## src/rtl/i2cs_pkg.sv

```systemverilog
package i2cs_pkg;

  localparam logic [7:0] I2C_REG_ID        = 8'h00;
  localparam logic [7:0] I2C_REG_I2A_PUSH  = 8'h10;
  localparam logic [7:0] I2C_REG_I2A_FREE  = 8'h11;
  localparam logic [7:0] I2C_REG_A2I_HEAD  = 8'h20;
  localparam logic [7:0] I2C_REG_A2I_COUNT = 8'h21;

  localparam logic [7:0] I2C_ID_VALUE = 8'hA5;

  localparam logic [7:0] APB_OFF_DEV_ADDR   = 8'h00;
  localparam logic [7:0] APB_OFF_ENABLE     = 8'h04;
  localparam logic [7:0] APB_OFF_DEBOUNCE   = 8'h08;
  localparam logic [7:0] APB_OFF_SCL_DELAY  = 8'h0C;
  localparam logic [7:0] APB_OFF_SDA_DELAY  = 8'h10;
  localparam logic [7:0] APB_OFF_I2A_DATA   = 8'h14;
  localparam logic [7:0] APB_OFF_I2A_STATUS = 8'h18;
  localparam logic [7:0] APB_OFF_A2I_DATA   = 8'h1C;
  localparam logic [7:0] APB_OFF_A2I_STATUS = 8'h20;
  localparam logic [7:0] APB_OFF_FLUSH      = 8'h24;
  localparam logic [7:0] APB_OFF_IRQ_EN     = 8'h28;
  localparam logic [7:0] APB_OFF_CLR_FLAGS  = 8'h2C;

  localparam logic [6:0] DEV_ADDR_RST = 7'h62;
  localparam logic [7:0] DELAY_RST    = 8'h14;

  localparam int unsigned STAT_OVF_BIT  = 10;
  localparam int unsigned STAT_UNF_BIT  = 9;
  localparam int unsigned STAT_FULL_BIT = 8;

  function automatic logic [31:0] pack_status(input logic ovf, input logic unf,
                                              input logic full, input logic [7:0] count);
    logic [31:0] s;
    s                = '0;
    s[7:0]           = count;
    s[STAT_FULL_BIT] = full;
    s[STAT_UNF_BIT]  = unf;
    s[STAT_OVF_BIT]  = ovf;
    return s;
  endfunction

endpackage

```

## src/rtl/i2cs_sync_fifo.sv

```systemverilog
module i2cs_sync_fifo #(
  parameter int unsigned WIDTH = 8,
  parameter int unsigned DEPTH = 8
) (
  input  logic                     clk_i,
  input  logic                     rst_i,
  input  logic                     push_i,
  input  logic                     pop_i,
  input  logic                     flush_i,
  input  logic                     clr_flags_i,
  input  logic [WIDTH-1:0]         wdata_i,
  output logic [WIDTH-1:0]         rdata_o,
  output logic [$clog2(DEPTH):0]   count_o,
  output logic                     full_o,
  output logic                     empty_o,
  output logic                     ovf_o,
  output logic                     unf_o
);

  localparam int unsigned AW = $clog2(DEPTH);
  localparam logic [AW-1:0] PTR_ONE = 1;
  localparam logic [AW:0]   CNT_ONE = 1;

  logic [WIDTH-1:0] mem_q [DEPTH];
  logic [AW-1:0]    wr_ptr_q, wr_ptr_d;
  logic [AW-1:0]    rd_ptr_q, rd_ptr_d;
  logic [AW:0]      count_q, count_d;
  logic             ovf_q, ovf_d;
  logic             unf_q, unf_d;
  logic             do_push, do_pop;

  assign full_o  = (count_q == (AW+1)'(DEPTH));
  assign empty_o = (count_q == '0);

  // A pop frees the slot a same-cycle push needs, so a full FIFO accepts both.
  assign do_pop  = pop_i & ~empty_o;
  assign do_push = push_i & (~full_o | do_pop);

  always_comb begin
    wr_ptr_d = wr_ptr_q;
    rd_ptr_d = rd_ptr_q;
    count_d  = count_q;
    ovf_d    = clr_flags_i ? 1'b0 : ovf_q;
    unf_d    = clr_flags_i ? 1'b0 : unf_q;
    if (push_i & ~do_push) ovf_d = 1'b1;
    if (pop_i & ~do_pop)   unf_d = 1'b1;
    if (flush_i) begin
      wr_ptr_d = '0;
      rd_ptr_d = '0;
      count_d  = '0;
    end else begin
      if (do_push) wr_ptr_d = wr_ptr_q + PTR_ONE;
      if (do_pop)  rd_ptr_d = rd_ptr_q + PTR_ONE;
      unique case ({do_push, do_pop})
        2'b10:   count_d = count_q + CNT_ONE;
        2'b01:   count_d = count_q - CNT_ONE;
        default: count_d = count_q;
      endcase
    end
  end

  always_ff @(posedge clk_i or posedge rst_i) begin
    if (rst_i) begin
      wr_ptr_q <= '0;
      rd_ptr_q <= '0;
      count_q  <= '0;
      ovf_q    <= 1'b0;
      unf_q    <= 1'b0;
    end else begin
      wr_ptr_q <= wr_ptr_d;
      rd_ptr_q <= rd_ptr_d;
      count_q  <= count_d;
      ovf_q    <= ovf_d;
      unf_q    <= unf_d;
    end
  end

  always_ff @(posedge clk_i) begin
    if (do_push) mem_q[wr_ptr_q] <= wdata_i;
  end

  assign rdata_o = empty_o ? '0 : mem_q[rd_ptr_q];
  assign count_o = count_q;
  assign ovf_o   = ovf_q;
  assign unf_o   = unf_q;

endmodule

```

## src/rtl/i2cs_reg_bank.sv

```systemverilog
module i2cs_reg_bank
  import i2cs_pkg::*;
#(
  parameter int unsigned FIFO_DEPTH = 8,
  parameter int unsigned APB_AW     = 12
) (
  input  logic              clk_i,
  input  logic              rst_i,
  input  logic [7:0]        i2c_reg_addr_i,
  input  logic [7:0]        i2c_reg_wdata_i,
  input  logic              i2c_reg_wrenable_i,
  input  logic              i2c_reg_rd_byte_complete_i,
  output logic [7:0]        i2c_reg_rddata_o,
  output logic [6:0]        i2c_dev_addr_o,
  output logic              i2c_enabled_o,
  output logic [7:0]        i2c_debounce_len_o,
  output logic [7:0]        i2c_scl_delay_len_o,
  output logic [7:0]        i2c_sda_delay_len_o,
  input  logic              PSEL,
  input  logic              PENABLE,
  input  logic              PWRITE,
  input  logic [APB_AW-1:0] PADDR,
  input  logic [31:0]       PWDATA,
  output logic [31:0]       PRDATA,
  output logic              PREADY,
  output logic              PSLVERR,
  output logic              irq_o
);

  localparam int unsigned CW = $clog2(FIFO_DEPTH) + 1;

  logic apb_wr, apb_rd;
  logic sel_dev, sel_en, sel_deb, sel_scl, sel_sda, sel_i2a_data, sel_i2a_stat;
  logic sel_a2i_data, sel_a2i_stat, sel_flush, sel_irq_en, sel_clr;

  assign apb_wr = PSEL & PENABLE & PWRITE;
  assign apb_rd = PSEL & PENABLE & ~PWRITE;

  assign sel_dev      = (PADDR == APB_AW'(APB_OFF_DEV_ADDR));
  assign sel_en       = (PADDR == APB_AW'(APB_OFF_ENABLE));
  assign sel_deb      = (PADDR == APB_AW'(APB_OFF_DEBOUNCE));
  assign sel_scl      = (PADDR == APB_AW'(APB_OFF_SCL_DELAY));
  assign sel_sda      = (PADDR == APB_AW'(APB_OFF_SDA_DELAY));
  assign sel_i2a_data = (PADDR == APB_AW'(APB_OFF_I2A_DATA));
  assign sel_i2a_stat = (PADDR == APB_AW'(APB_OFF_I2A_STATUS));
  assign sel_a2i_data = (PADDR == APB_AW'(APB_OFF_A2I_DATA));
  assign sel_a2i_stat = (PADDR == APB_AW'(APB_OFF_A2I_STATUS));
  assign sel_flush    = (PADDR == APB_AW'(APB_OFF_FLUSH));
  assign sel_irq_en   = (PADDR == APB_AW'(APB_OFF_IRQ_EN));
  assign sel_clr      = (PADDR == APB_AW'(APB_OFF_CLR_FLAGS));

  logic [7:0]    i2a_rdata, a2i_rdata;
  logic [CW-1:0] i2a_count, a2i_count;
  logic          i2a_full, i2a_empty, i2a_ovf, i2a_unf;
  logic          a2i_full, a2i_empty, a2i_ovf, a2i_unf;

  i2cs_sync_fifo #(.WIDTH(8), .DEPTH(FIFO_DEPTH)) u_i2a_fifo (
    .clk_i       (clk_i),
    .rst_i       (rst_i),
    .push_i      (i2c_reg_wrenable_i & (i2c_reg_addr_i == I2C_REG_I2A_PUSH)),
    .pop_i       (apb_rd & sel_i2a_data),
    .flush_i     (apb_wr & sel_flush & PWDATA[0]),
    .clr_flags_i (apb_wr & sel_clr & PWDATA[0]),
    .wdata_i     (i2c_reg_wdata_i),
    .rdata_o     (i2a_rdata),
    .count_o     (i2a_count),
    .full_o      (i2a_full),
    .empty_o     (i2a_empty),
    .ovf_o       (i2a_ovf),
    .unf_o       (i2a_unf)
  );

  i2cs_sync_fifo #(.WIDTH(8), .DEPTH(FIFO_DEPTH)) u_a2i_fifo (
    .clk_i       (clk_i),
    .rst_i       (rst_i),
    .push_i      (apb_wr & sel_a2i_data),
    .pop_i       (i2c_reg_rd_byte_complete_i & (i2c_reg_addr_i == I2C_REG_A2I_HEAD)),
    .flush_i     (apb_wr & sel_flush & PWDATA[1]),
    .clr_flags_i (apb_wr & sel_clr & PWDATA[1]),
    .wdata_i     (PWDATA[7:0]),
    .rdata_o     (a2i_rdata),
    .count_o     (a2i_count),
    .full_o      (a2i_full),
    .empty_o     (a2i_empty),
    .ovf_o       (a2i_ovf),
    .unf_o       (a2i_unf)
  );

  logic [6:0] dev_addr_q, dev_addr_d;
  logic       enable_q, enable_d;
  logic [7:0] deb_q, deb_d;
  logic [7:0] scl_q, scl_d;
  logic [7:0] sda_q, sda_d;
  logic       irq_en_q, irq_en_d;
  logic       irq_q, irq_d;

  always_comb begin
    dev_addr_d = dev_addr_q;
    enable_d   = enable_q;
    deb_d      = deb_q;
    scl_d      = scl_q;
    sda_d      = sda_q;
    irq_en_d   = irq_en_q;
    if (apb_wr & sel_dev)    dev_addr_d = PWDATA[6:0];
    if (apb_wr & sel_en)     enable_d   = PWDATA[0];
    if (apb_wr & sel_deb)    deb_d      = PWDATA[7:0];
    if (apb_wr & sel_scl)    scl_d      = PWDATA[7:0];
    if (apb_wr & sel_sda)    sda_d      = PWDATA[7:0];
    if (apb_wr & sel_irq_en) irq_en_d   = PWDATA[0];
    irq_d = irq_en_q & (i2a_count != '0);
  end

  always_ff @(posedge clk_i or posedge rst_i) begin
    if (rst_i) begin
      dev_addr_q <= DEV_ADDR_RST;
      enable_q   <= 1'b0;
      deb_q      <= DELAY_RST;
      scl_q      <= DELAY_RST;
      sda_q      <= DELAY_RST;
      irq_en_q   <= 1'b0;
      irq_q      <= 1'b0;
    end else begin
      dev_addr_q <= dev_addr_d;
      enable_q   <= enable_d;
      deb_q      <= deb_d;
      scl_q      <= scl_d;
      sda_q      <= sda_d;
      irq_en_q   <= irq_en_d;
      irq_q      <= irq_d;
    end
  end

  always_comb begin
    PRDATA = '0;
    if (sel_dev)      PRDATA = {25'b0, dev_addr_q};
    if (sel_en)       PRDATA = {31'b0, enable_q};
    if (sel_deb)      PRDATA = {24'b0, deb_q};
    if (sel_scl)      PRDATA = {24'b0, scl_q};
    if (sel_sda)      PRDATA = {24'b0, sda_q};
    if (sel_i2a_data) PRDATA = {24'b0, i2a_rdata};
    if (sel_i2a_stat) PRDATA = pack_status(i2a_ovf, i2a_unf, i2a_full, 8'(i2a_count));
    if (sel_a2i_stat) PRDATA = pack_status(a2i_ovf, a2i_unf, a2i_full, 8'(a2i_count));
    if (sel_irq_en)   PRDATA = {31'b0, irq_en_q};
  end

  logic [CW-1:0] i2a_free;
  assign i2a_free = CW'(FIFO_DEPTH) - i2a_count;

  always_comb begin
    i2c_reg_rddata_o = '0;
    unique case (i2c_reg_addr_i)
      I2C_REG_ID:        i2c_reg_rddata_o = I2C_ID_VALUE;
      I2C_REG_I2A_FREE:  i2c_reg_rddata_o = 8'(i2a_free);
      I2C_REG_A2I_HEAD:  i2c_reg_rddata_o = a2i_rdata;
      I2C_REG_A2I_COUNT: i2c_reg_rddata_o = 8'(a2i_count);
      default:           i2c_reg_rddata_o = '0;
    endcase
  end

  logic unused_sigs;
  assign unused_sigs = ^{PWDATA[31:8], i2a_empty, a2i_empty};

  assign i2c_dev_addr_o      = dev_addr_q;
  assign i2c_enabled_o       = enable_q;
  assign i2c_debounce_len_o  = deb_q;
  assign i2c_scl_delay_len_o = scl_q;
  assign i2c_sda_delay_len_o = sda_q;
  assign irq_o               = irq_q;
  assign PREADY              = 1'b1;
  assign PSLVERR             = 1'b0;

endmodule
```

## config.mk

```make
export PLATFORM = sky130hd
export DESIGN_NAME = i2cs_reg_bank
export DESIGN_NICKNAME = d
export VERILOG_FILES = /design/src/rtl/i2cs_pkg.sv /design/src/rtl/i2cs_sync_fifo.sv /design/src/rtl/i2cs_reg_bank.sv
export SDC_FILE = /design/constraint.sdc
export NUM_CORES = 1
export LEC_CHECK = 0
export BUFFER_PORTS_ARGS = -buffer_cell sky130_fd_sc_hd__buf_2
export CORE_MARGIN = 2
export CORE_UTILIZATION = 35
export DETAILED_ROUTE_END_ITERATION = 12
export HOLD_SLACK_MARGIN = 0.06
export MAX_ROUTING_LAYER = met4
export PLACE_DENSITY = 0.55
export SYNTH_ARGS = -nofsm -noshare
export SYNTH_HDL_FRONTEND = slang
export SYNTH_SLANG_ARGS = --single-unit
export TNS_END_PERCENT = 50
```

## constraint.sdc

```tcl
create_clock -name clk_i -period 8.9 [get_ports clk_i]
set_input_delay 0 -clock clk_i [delete_from_list [all_inputs] [get_ports clk_i]]
set_output_delay 0 -clock clk_i [all_outputs]
set_load 0.02 [all_outputs]
```

==> results.toml, run 1 <==
[layout]
multi_input_comb_area_sq_um = 3020
utilization_pct = 41.8
register_area_sq_um = 5310
nets = 772
fillers = 2224
syn2layout_area_growth_pct = 18.2
drive_gt1_share_pct = 31.3

[yosys]
synth-seq-cells = 186
ys_seq_area_share_pct = 62.0
synth_area_leader_cell = "edfxtp_1"
synth_area_leaders = "edfxtp_1 (45%), dfrtp_1 (14%), mux4_2 (8.7%)"
synthXorXnorAreaFrac_pct = 1.64
synthMuxAreaShare_pct = 16.6
synth_area_sq_um = 8560
synth_cell_type_count = 54
synth-edff-count = 128
synth_common_cells = "edfxtp_1 (128), dfrtp_1 (49), nor2_1 (49), mux2_2 (37), mux4_2 (33)"
syn_inst = 582
synth_top_area_share_pct = 44.9
synth-async-reset-ratio_pct = 31.2
synth_top_family_by_area = "multiplexers"
synth_most_common_cell = "edfxtp_1"
synth-warning-count = 0
synth_ff_type = "edfxtp_1"
synthAdderAreaFrac_pct = 1.61
synth_compound_area_share_pct = 5.35
synth.avg_cell_area_sq_um = 14.7
synth-simple-area-share_pct = 8.89

[timing]
slew_viol_final = 0
maxSlewHeadroom_pct = 21.9
finalSetupViolations = 0
fin_setup_tns_ns = 0
hold_viol = 0
period_needed_ns = 3.32
timing.final.crit_share_pct = 37.3
tightest_slew_ns = 1.16
fin_ws_ns = 5.58
max_freq_ghz = 0.301
skew_ns = 0.0105
rsz0062_at_grt = "no"

[worst_setup_path]
reg2reg_slack_ns = 5.73
path_class = "in2reg"
rr_endpoint = "u_i2a_fifo.count_o[2]$_DFFE_PP0P_"
critPathMaxStageDelay_ns = 0.62
ff2ff_path_depth = 11
worstPathArrival_ns = 3.69
required_ns = 9.27
slowest_stage = "nor3_1"
critPathMaxFanout = 6
cp_cell_sequence = "dlygate4sd3_1 -> buf_2 -> nor4b_1 -> nand4_1 -> nor3_1 -> ha_1 -> xor2_1 -> ha_1 -> a21oi_1 -> xor2_1 -> or3_1 -> a21oi_1"
endpoint_kind = "flip-flop"
r2r-start = "u_i2a_fifo.count_o[0]$_DFFE_PP0P_"
start_kind = "input pin"

[clock_network]
numCtsBuffers = 17
clk_pin_slew_ns = 0.08
insertion_delay_ns = 0.43
clockBufferDepth = 2
cts_tree = "built"
cts_sinks = 186
h-tree-depth = 4
cts-root-buf = "clkbuf_16"

[route]
ant_nets = 0
wl_per_cell_microns = 20.0
drt_iter0_markers = 420
num_vias = 5286
firstDrtPassIters = 5
via_per_inst = 5.11
drt_wl_total_microns = 20700
drc_errors = 0

[pwr]
combPwrFrac_pct = 3.7
power_per_cell_area_nw_per_um2 = 175
clockPowerShare_pct = 43.7
ir_drop_mv = 0.132
switching_share_pct = 24.5
p_sw_mw = 0.434
p_seq_share_pct = 52.6
total_leakage_power_nw = 3.80
p_int_mw = 1.33

[global_routing]
globalRouteOverflowTotal = 0
grt_pass1_vias = 5446
grtUsageTotal_pct = 16.9
grt_pass1_wl_microns = 31800
grt_max_degree = 59
antenna_found_initial = 3

[floorplan]
die_w_microns = 160
die_area_sq_um = 25700
core_area_sq_um = 24200
initial_core_util_pct = 35.4
die_h_microns = 160
io_pins = 142
core.rowCount = 57

[run_status]
status = "complete, no violations"

[worst_hold_path]
min-delay-path-class = "in2reg"
min_from = "i2c_reg_addr_i[6]"
hold_path_depth = 4
worstHoldEndpoint = "u_i2a_fifo.ovf_o$_DFFE_PP0P_"

[placed_design]
numPortBuffers = 94
routabilityCongestion = 0.825
pre_cts_ws_ns = 5.37
dp_hpwl_microns = 14700

[job]
maxCapViolCount = 0
-- flip-flops by register name, summed over array words and instances, names as in the netlist, 3 cells and up --
| signal | count |
|---|---|
| i2c_scl_delay_len_o | 8 |
| i2c_dev_addr_o | 7 |
| i2c_sda_delay_len_o | 8 |
| u_a2i_fifo.count_o | 4 |
| u_a2i_fifo.rd_ptr_q | 3 |
| u_i2a_fifo.mem_q | 64 |
| u_i2a_fifo.wr_ptr_q | 3 |
| u_i2a_fifo.rd_ptr_q | 3 |
| u_a2i_fifo.mem_q | 64 |
| i2c_debounce_len_o | 8 |
| u_a2i_fifo.wr_ptr_q | 3 |
| u_i2a_fifo.count_o | 4 |
-- worst max-delay path by stage --
stage	startpoint	endpoint	slack, ns	depth (start not counted)
6_report	PADDR[0]	u_i2a_fifo.count_o[2]$_DFFE_PP0P_	5.58	12
5_1_grt	PADDR[0]	u_i2a_fifo.count_o[2]$_DFFE_PP0P_	5.25	12
4_1_cts	PADDR[0]	u_i2a_fifo.count_o[2]$_DFFE_PP0P_	5.56	12
3_5_place_dp	PADDR[3]	u_i2a_fifo.count_o[2]$_DFFE_PP0P_	5.37	11
3_3_place_gp	PADDR[3]	u_i2a_fifo.count_o[2]$_DFFE_PP0P_	5.44	11
2_1_floorplan	i2c_reg_addr_i[4]	u_a2i_fifo.count_o[2]$_DFFE_PP0P_	6.03	12
-- power groups by stage --
stage	clock, mW	combinational (mW)	sequential, mW
finish	0.773	0.0656	0.929
global route	0.820	0.0727	0.929
CTS	0.788	0.0659	0.929
detailed placement	0	0.0584	0.948
global placement	0	0.0562	0.948
floorplan	0	0.0373	0.948
-- per-stage QoR --
step	cells	total power [mW]	cell area, sq um	hold slack, ns
finish	1034	1.77	10100	0.0619
CTS	1031	1.78	10100	0.0600
floorplan	603	0.985	8630	0.0989
global placement	976	1.00	9260	0.255
detailed placement	976	1.01	9260	0.275
global route	1034	1.82	10100	0.0918
-- worst max-delay path: cells and delay by family --
kind                     cells  cell delay [ns]
buffers and inverters        2             0.71
AND/OR/NAND/NOR              4             1.89
AO/OA/AOI/OAI                2             0.19
adder cells (fa/ha/maj)      2             0.56
XOR/XNOR                     2             0.34
-- repair_timing --
| item | CTS | global route |
|---|---|---|
| hold buffers | 23 | 0 |
| gates resized for setup | 0 | 0 |
| endpoints found under the hold margin | 204 | 0 |
| buffers inserted | 0 | 0 |
-- cells by family after synthesis --
family / Yosys count
DFF: 186
and+or+nand+nor: 144
muxes: 96
AOI/OAI and AO/OA: 67
buffers and inverters: 60
xor gates and xnor gates: 16
adders and majority gates: 11
other: 2
-- final cells by class --
type,count,share of cell area (%)
flip-flops and latches,186,52.5
well taps,324,4.01
clock inverters,15,1.82
inverters,13,0.483
repair buffers,119,7.08
clock buffers,17,4.21
multi-input cells,357,29.8
diodes,3,0.0742
-- placed cells by master (no fill, tap or decap), drive strengths merged, types with 3 or more instances in the layout --
cell / instances
nand2: 23
mux2: 37
and3: 3
nand2b: 9
or3: 4
or4: 3
dfrtp: 49
clkinv: 4
nor2b: 7
buf: 96
nor3: 17
a22oi: 7
a32oi: 3
clkbuf: 17
edfxtp: 128
o22ai: 8
nor4: 5
inv: 24
nand3: 9
diode: 3
xnor2: 6
o31ai: 3
a21oi: 8
o21ai: 20
nor2: 49
mux4: 33
nand4: 3
dlygate4sd3: 23
xor2: 10
o211ai: 3
dfstp: 9
nor4b: 4
a221oi: 3
ha: 11
mux2i: 26
conb: 23
-- per-layer routing --
| metal | vias to the layer above | global-route usage, % | part of all wire (%) |
|---|---|---|---|
| met4 | 0 | 5.36 | 2.0 |
| met2 | 135 | 27.9 | 51 |
| li1 | 2422 | - | - |
| met3 | 29 | 3.28 | 4.3 |
| met5 | - | - | 0 |
| met1 | 2700 | 21.1 | 43 |
Note: power is estimated with default switching activity, not from simulation.
==> run 2, diff against run 1 <==
- PLACE_DENSITY: 0.55 -> 0.57
- clock period: 8.9 -> 3.03 ns (I/O delays scaled with it)
==> results.toml, run 2 (same netlist as run 1, synthesis figures left out) <==
[run_status]
status = "complete, no violations"

[worst_setup_path]
cp_cell_sequence = "inv_1 -> ha_1 -> nand3b_1 -> nand4_1 -> o31ai_4 -> inv_1 -> ha_1 -> xor2_1 -> ha_1 -> a21oi_1 -> xor2_1 -> or3_1 -> a21oi_1"
path_class = "reg2reg"
crit_buf_inv = 2
critPathMaxStageDelay_ns = 0.47
endpoint_kind = "flip-flop"
worstPathArrival_ns = 3.22
crit_top_cell = "ha_1"
cp_top_family = "adder cells"
slowest_stage = "dfrtp_1"
required_ns = 3.39
start_kind = "flip-flop"
critPathMaxFanout = 7

[global_routing]
antenna_found_initial = 0
grt_max_degree = 32
grt_pass1_vias = 5580
grt_pass1_wl_microns = 32800
globalRouteOverflowTotal = 0
grtUsageTotal_pct = 17.4

[clock_network]
clockBufferDepth = 2
numCtsBuffers = 17
cts_tree = "built"
cts_sinks = 186
insertion_delay_ns = 0.43
cts-root-buf = "clkbuf_16"
cts_setup_buffers = 0
h-tree-depth = 4
clk_pin_slew_ns = 0.07

[timing]
hold_viol = 0
max_freq_ghz = 0.350
fin_ws_ns = 0.172
slew_viol_final = 0
tightest_slew_ns = 0.826
holdWs_ns = 0.0734
skew_ns = 0.00885
fin_setup_tns_ns = 0
finalSetupViolations = 0
rsz0062_at_grt = "no"
maxSlewHeadroom_pct = 45.0
timing.final.crit_share_pct = 94.3
period_needed_ns = 2.86

[pwr]
power_per_cell_area_nw_per_um2 = 490
switching_share_pct = 23.2
ir_drop_mv = 0.353
p_sw_mw = 1.17
p_int_mw = 3.87
p_total_mw = 5.05
combPwrFrac_pct = 4.1
p_seq_share_pct = 54.1
total_leakage_power_nw = 3.96
clockPowerShare_pct = 41.8

[layout]
largestRegisters = "u_a2i_fifo.mem_q: 64 flops, u_i2a_fifo.mem_q: 64 flops"
drive_gt1_share_pct = 34.4
design_area_sq_um = 10300
final_common_cell = "edfxtp_1"
nets = 807
syn2layout_area_growth_pct = 20.3
diodes = 0
utilization_pct = 42.6
stdcell_count = 1065
layout_common_cells = "edfxtp_1 (128), buf_2 (94), nor2_1 (49), dfrtp_1 (49), buf_4 (40)"

[route]
drt_iter0_markers = 496
drt-met1-wl_microns = 9010
wl_met2_microns = 10800
ant_nets = 0
num_vias = 5508
firstDrtPassIters = 5
drc_errors = 0
wl_per_cell_microns = 19.9
routed.top_layer = "met4"
drt_wl_total_microns = 21200
met3WireLength_microns = 1050
via_per_inst = 5.17

[job]
maxCapViolCount = 0

[floorplan]
core_area_sq_um = 24200
core.rowCount = 57
die_h_microns = 160
initial_core_util_pct = 35.4
die_w_microns = 160
die_area_sq_um = 25700
io_pins = 142

[placed_design]
dp_hpwl_microns = 15300
numPortBuffers = 94
routabilityCongestion = 0.839
pre_cts_ws_ns = 0.0760
numPlacedInstances = 1014
placed_area_sq_um = 9530

[worst_hold_path]
min-delay-path-class = "in2reg"
==> run 2: cell count changes in the layout (fill, tap and decap cells not counted) <==
cell           before  now
dlygate4sd3_1      23   20
diode_2             3    0
nor3_2              4    1
clkinv_8            3    1
inv_12              3    0
clkinv_4            1    2
nor3_1             13   16
buf_4               2   40
clkinvlp_4          0    2
clkinv_2            0    1
==> run 2: worst paths after layout <==
check                                             startpoint                                  to  slack (ns)  cells after the start
setup reg to reg           u_i2a_fifo.count_o[1]$_DFFE_PP0P_   u_i2a_fifo.count_o[2]$_DFFE_PP0P_        0.17                     13
hold / removal                             i2c_reg_addr_i[2]        u_a2i_fifo.unf_o$_DFFE_PP0P_        0.07                      5
setup / recovery           u_i2a_fifo.count_o[1]$_DFFE_PP0P_   u_i2a_fifo.count_o[2]$_DFFE_PP0P_        0.17                     13
hold reg to reg                 u_i2a_fifo.ovf_o$_DFFE_PP0P_        u_i2a_fifo.ovf_o$_DFFE_PP0P_        0.49                      2
max in group asynchronous                              rst_i  i2c_sda_delay_len_o[2]$_DFFE_PP1P_        1.92                      4
min in group asynchronous                              rst_i   u_a2i_fifo.count_o[2]$_DFFE_PP0P_        0.23                      3
==> run 2: power groups by stage <==
stage | clock (mW) | combinational [mW] | sequential, mW
floorplan | 0 | 0.110 | 2.78
global placement | 0 | 0.178 | 2.78
detailed placement | 0 | 0.186 | 2.78
CTS | 2.15 | 0.207 | 2.73
global route | 2.25 | 0.227 | 2.73
finish | 2.11 | 0.207 | 2.73
==> run 2: worst min-delay path, cell delays in order <==
cell and delay, ns:
buf_2 0.09, or4_1 0.17, nor2_1 0.08, nand2_1 0.07, o2bb2ai_1 0.06
==> run 2: timing repair <==
item | in CTS | in global routing
hold buffers | 20 | 0
gates resized for setup | 0 | 0
endpoints found under the hold margin | 188 | 0
==> run 2: area by class of cell <==
cell class | instances | area [sq um]
fillers | 2193 | 13900
well taps | 324 | 405
inverters | 13 | 48.8
multi-input cells | 357 | 3000
flip-flops and latches | 186 | 5310
clock buffers | 17 | 425
clock inverters | 14 | 131
repair buffers | 154 | 971
==> run 2: metal layers <==
metal,global-route usage [%],vias to the layer above
met3,2.87,33
met1,22.1,2827
li1,-,2485
met2,28.6,163
met5,-,-
met4,6.18,0
==> run 3, diff against run 2 <==
- RECOVER_POWER: default -> 100
==> results.toml, run 3 (same netlist as run 1, synthesis figures left out) <==
[layout]
layout_common_cells = "edfxtp_1 (128), clkbuf_1 (90), nor2_1 (49), dfrtp_1 (49), mux2_2 (37)"
drive_gt1_share_pct = 21.7
design_area_sq_um = 10100
fillers = 2245
diodes = 0
syn2layout_area_growth_pct = 17.9
final_common_cell = "edfxtp_1"
largestRegisters = "u_a2i_fifo.mem_q: 64 flops, u_i2a_fifo.mem_q: 64 flops"
nets = 807

[timing]
fin_setup_tns_ns = 0
max_freq_ghz = 0.349
finalSetupViolations = 0
slew_viol_final = 0
skew_ns = 0.00731
maxSlewHeadroom_pct = 0.394
hold_viol = 0
rsz0062_at_grt = "no"
tightest_slew_ns = 1.49
period_needed_ns = 2.86
holdWs_ns = 0.0841
timing.final.crit_share_pct = 94.5

[route]
drt_iter0_markers = 473
via_per_inst = 5.17
routed.top_layer = "met4"
wl_met2_microns = 10800
drt-met1-wl_microns = 9030
firstDrtPassIters = 6
wl_per_cell_microns = 19.9
drt_wl_total_microns = 21200
ant_nets = 0
drc_errors = 0
num_vias = 5504
met3WireLength_microns = 997

[worst_hold_path]
min_from = "PADDR[3]"
min-delay-path-class = "in2reg"
hold_path_depth = 5
worstHoldEndpoint = "i2c_enabled_o$_DFFE_PP0P_"

[worst_setup_path]
critPathMaxFanout = 7
reg2reg_slack_ns = 0.17
r2r-start = "u_i2a_fifo.count_o[1]$_DFFE_PP0P_"
required_ns = 3.38
worstPathArrival_ns = 3.22
endpoint_kind = "flip-flop"
rr_endpoint = "u_i2a_fifo.count_o[2]$_DFFE_PP0P_"
path_class = "reg2reg"
ff2ff_path_depth = 13
start_kind = "flip-flop"

[global_routing]
globalRouteOverflowTotal = 0
grt_max_degree = 32
antenna_found_initial = 0
grt_pass1_wl_microns = 32800
grt_pass1_vias = 5580
grtUsageTotal_pct = 17.4

[clock_network]
cts_sinks = 186
insertion_delay_ns = 0.43
clockBufferDepth = 2
cts-root-buf = "clkbuf_16"
cts_tree = "built"
clk_pin_slew_ns = 0.07
numCtsBuffers = 17
h-tree-depth = 4
cts_setup_buffers = 0

[floorplan]
die_w_microns = 160
core.rowCount = 57
die_area_sq_um = 25700
core_area_sq_um = 24200
die_h_microns = 160
initial_core_util_pct = 35.4
io_pins = 142

[placed_design]
placed_area_sq_um = 9530
numPortBuffers = 94
dp_hpwl_microns = 15300
routabilityCongestion = 0.839

[job]
maxCapViolCount = 1

[pwr]
total_leakage_power_nw = 3.59
power_per_cell_area_nw_per_um2 = 499
ir_drop_mv = 0.348
p_total_mw = 5.04

[run_status]
violations = "max-capacitance violations"
status = "finished, violations left"
run 3: changes by cell type in the layout (fill, tap and decap cells not counted), moves of 2 or more:
cell and delta:
buf_2 -66, clkbuf_2 +2, clkbuf_1 +90, buf_4 -26
run 3: metal layers:
layer,vias up,track usage [%]
met5,-,-
met4,0,6.18
met3,29,2.87
met2,178,28.6
met1,2819,22.1
li1,2478,-
run 3: power breakdown:
group          leakage (nW)  switching [mW]  internal [mW]
Clock                 0.270            1.02           1.08
Sequential             1.92         0.00388           2.72
Combinational          1.40           0.138         0.0621
Total                  3.59            1.17           3.87
run 3: how the worst max path moves through the flow:
stage                                   endpoint                         startpoint  depth (start not counted)  slack (ns)
6_report       u_i2a_fifo.count_o[2]$_DFFE_PP0P_  u_i2a_fifo.count_o[1]$_DFFE_PP0P_                         13        0.17
5_1_grt        u_i2a_fifo.count_o[2]$_DFFE_PP0P_  u_i2a_fifo.count_o[1]$_DFFE_PP0P_                         13       0.009
4_1_cts        u_i2a_fifo.count_o[2]$_DFFE_PP0P_  u_i2a_fifo.count_o[1]$_DFFE_PP0P_                         13        0.20
3_5_place_dp   u_i2a_fifo.count_o[2]$_DFFE_PP0P_                  i2c_reg_addr_i[0]                         13        0.08
3_3_place_gp   u_a2i_fifo.count_o[2]$_DFFE_PP0P_                  i2c_reg_addr_i[4]                         12        0.16
2_1_floorplan  u_a2i_fifo.count_o[2]$_DFFE_PP0P_                  i2c_reg_addr_i[4]                         12        0.16
run 3: timing repair:
item,in CTS,in global routing
setup endpoints to repair,0,0
hold endpoints to repair,188,0
hold buffers,20,0
resized for setup,0,0
run 3: critical path, cell delays in order (launching register included):
cell and delay (ns):
dfrtp_1 0.47, inv_1 0.08, ha_1 0.22, nand3b_1 0.15, nand4_1 0.19, o31ai_4 0.16, inv_1 0.12, ha_1 0.29
xor2_1 0.17, ha_1 0.18, a21oi_1 0.18, xor2_1 0.11, or3_1 0.32, a21oi_1 0.15
run 3: layout make-up:
class	instances	area [sq um]	share of cell area, %
well taps	324	405	4.02
repair buffers	154	793	7.86
clock inverters	14	131	1.30
inverters	13	48.8	0.484
flip-flops and latches	186	5310	52.6
multi-input cells	357	2980	29.5
clock buffers	17	425	4.22
run 3: metrics by stage:
| stage | std cells | worst slack [ns] | utilization, % |
|---|---|---|---|
| finish | 1065 | 0.167 | 41.7 |
| global route | 1065 | 0.00938 | 41.7 |
| CTS | 1065 | 0.205 | 42.6 |
| detailed placement | 1014 | 0.0760 | 39.4 |
| global placement | 1014 | 0.156 | 39.4 |
| floorplan | 603 | 0.160 | - |
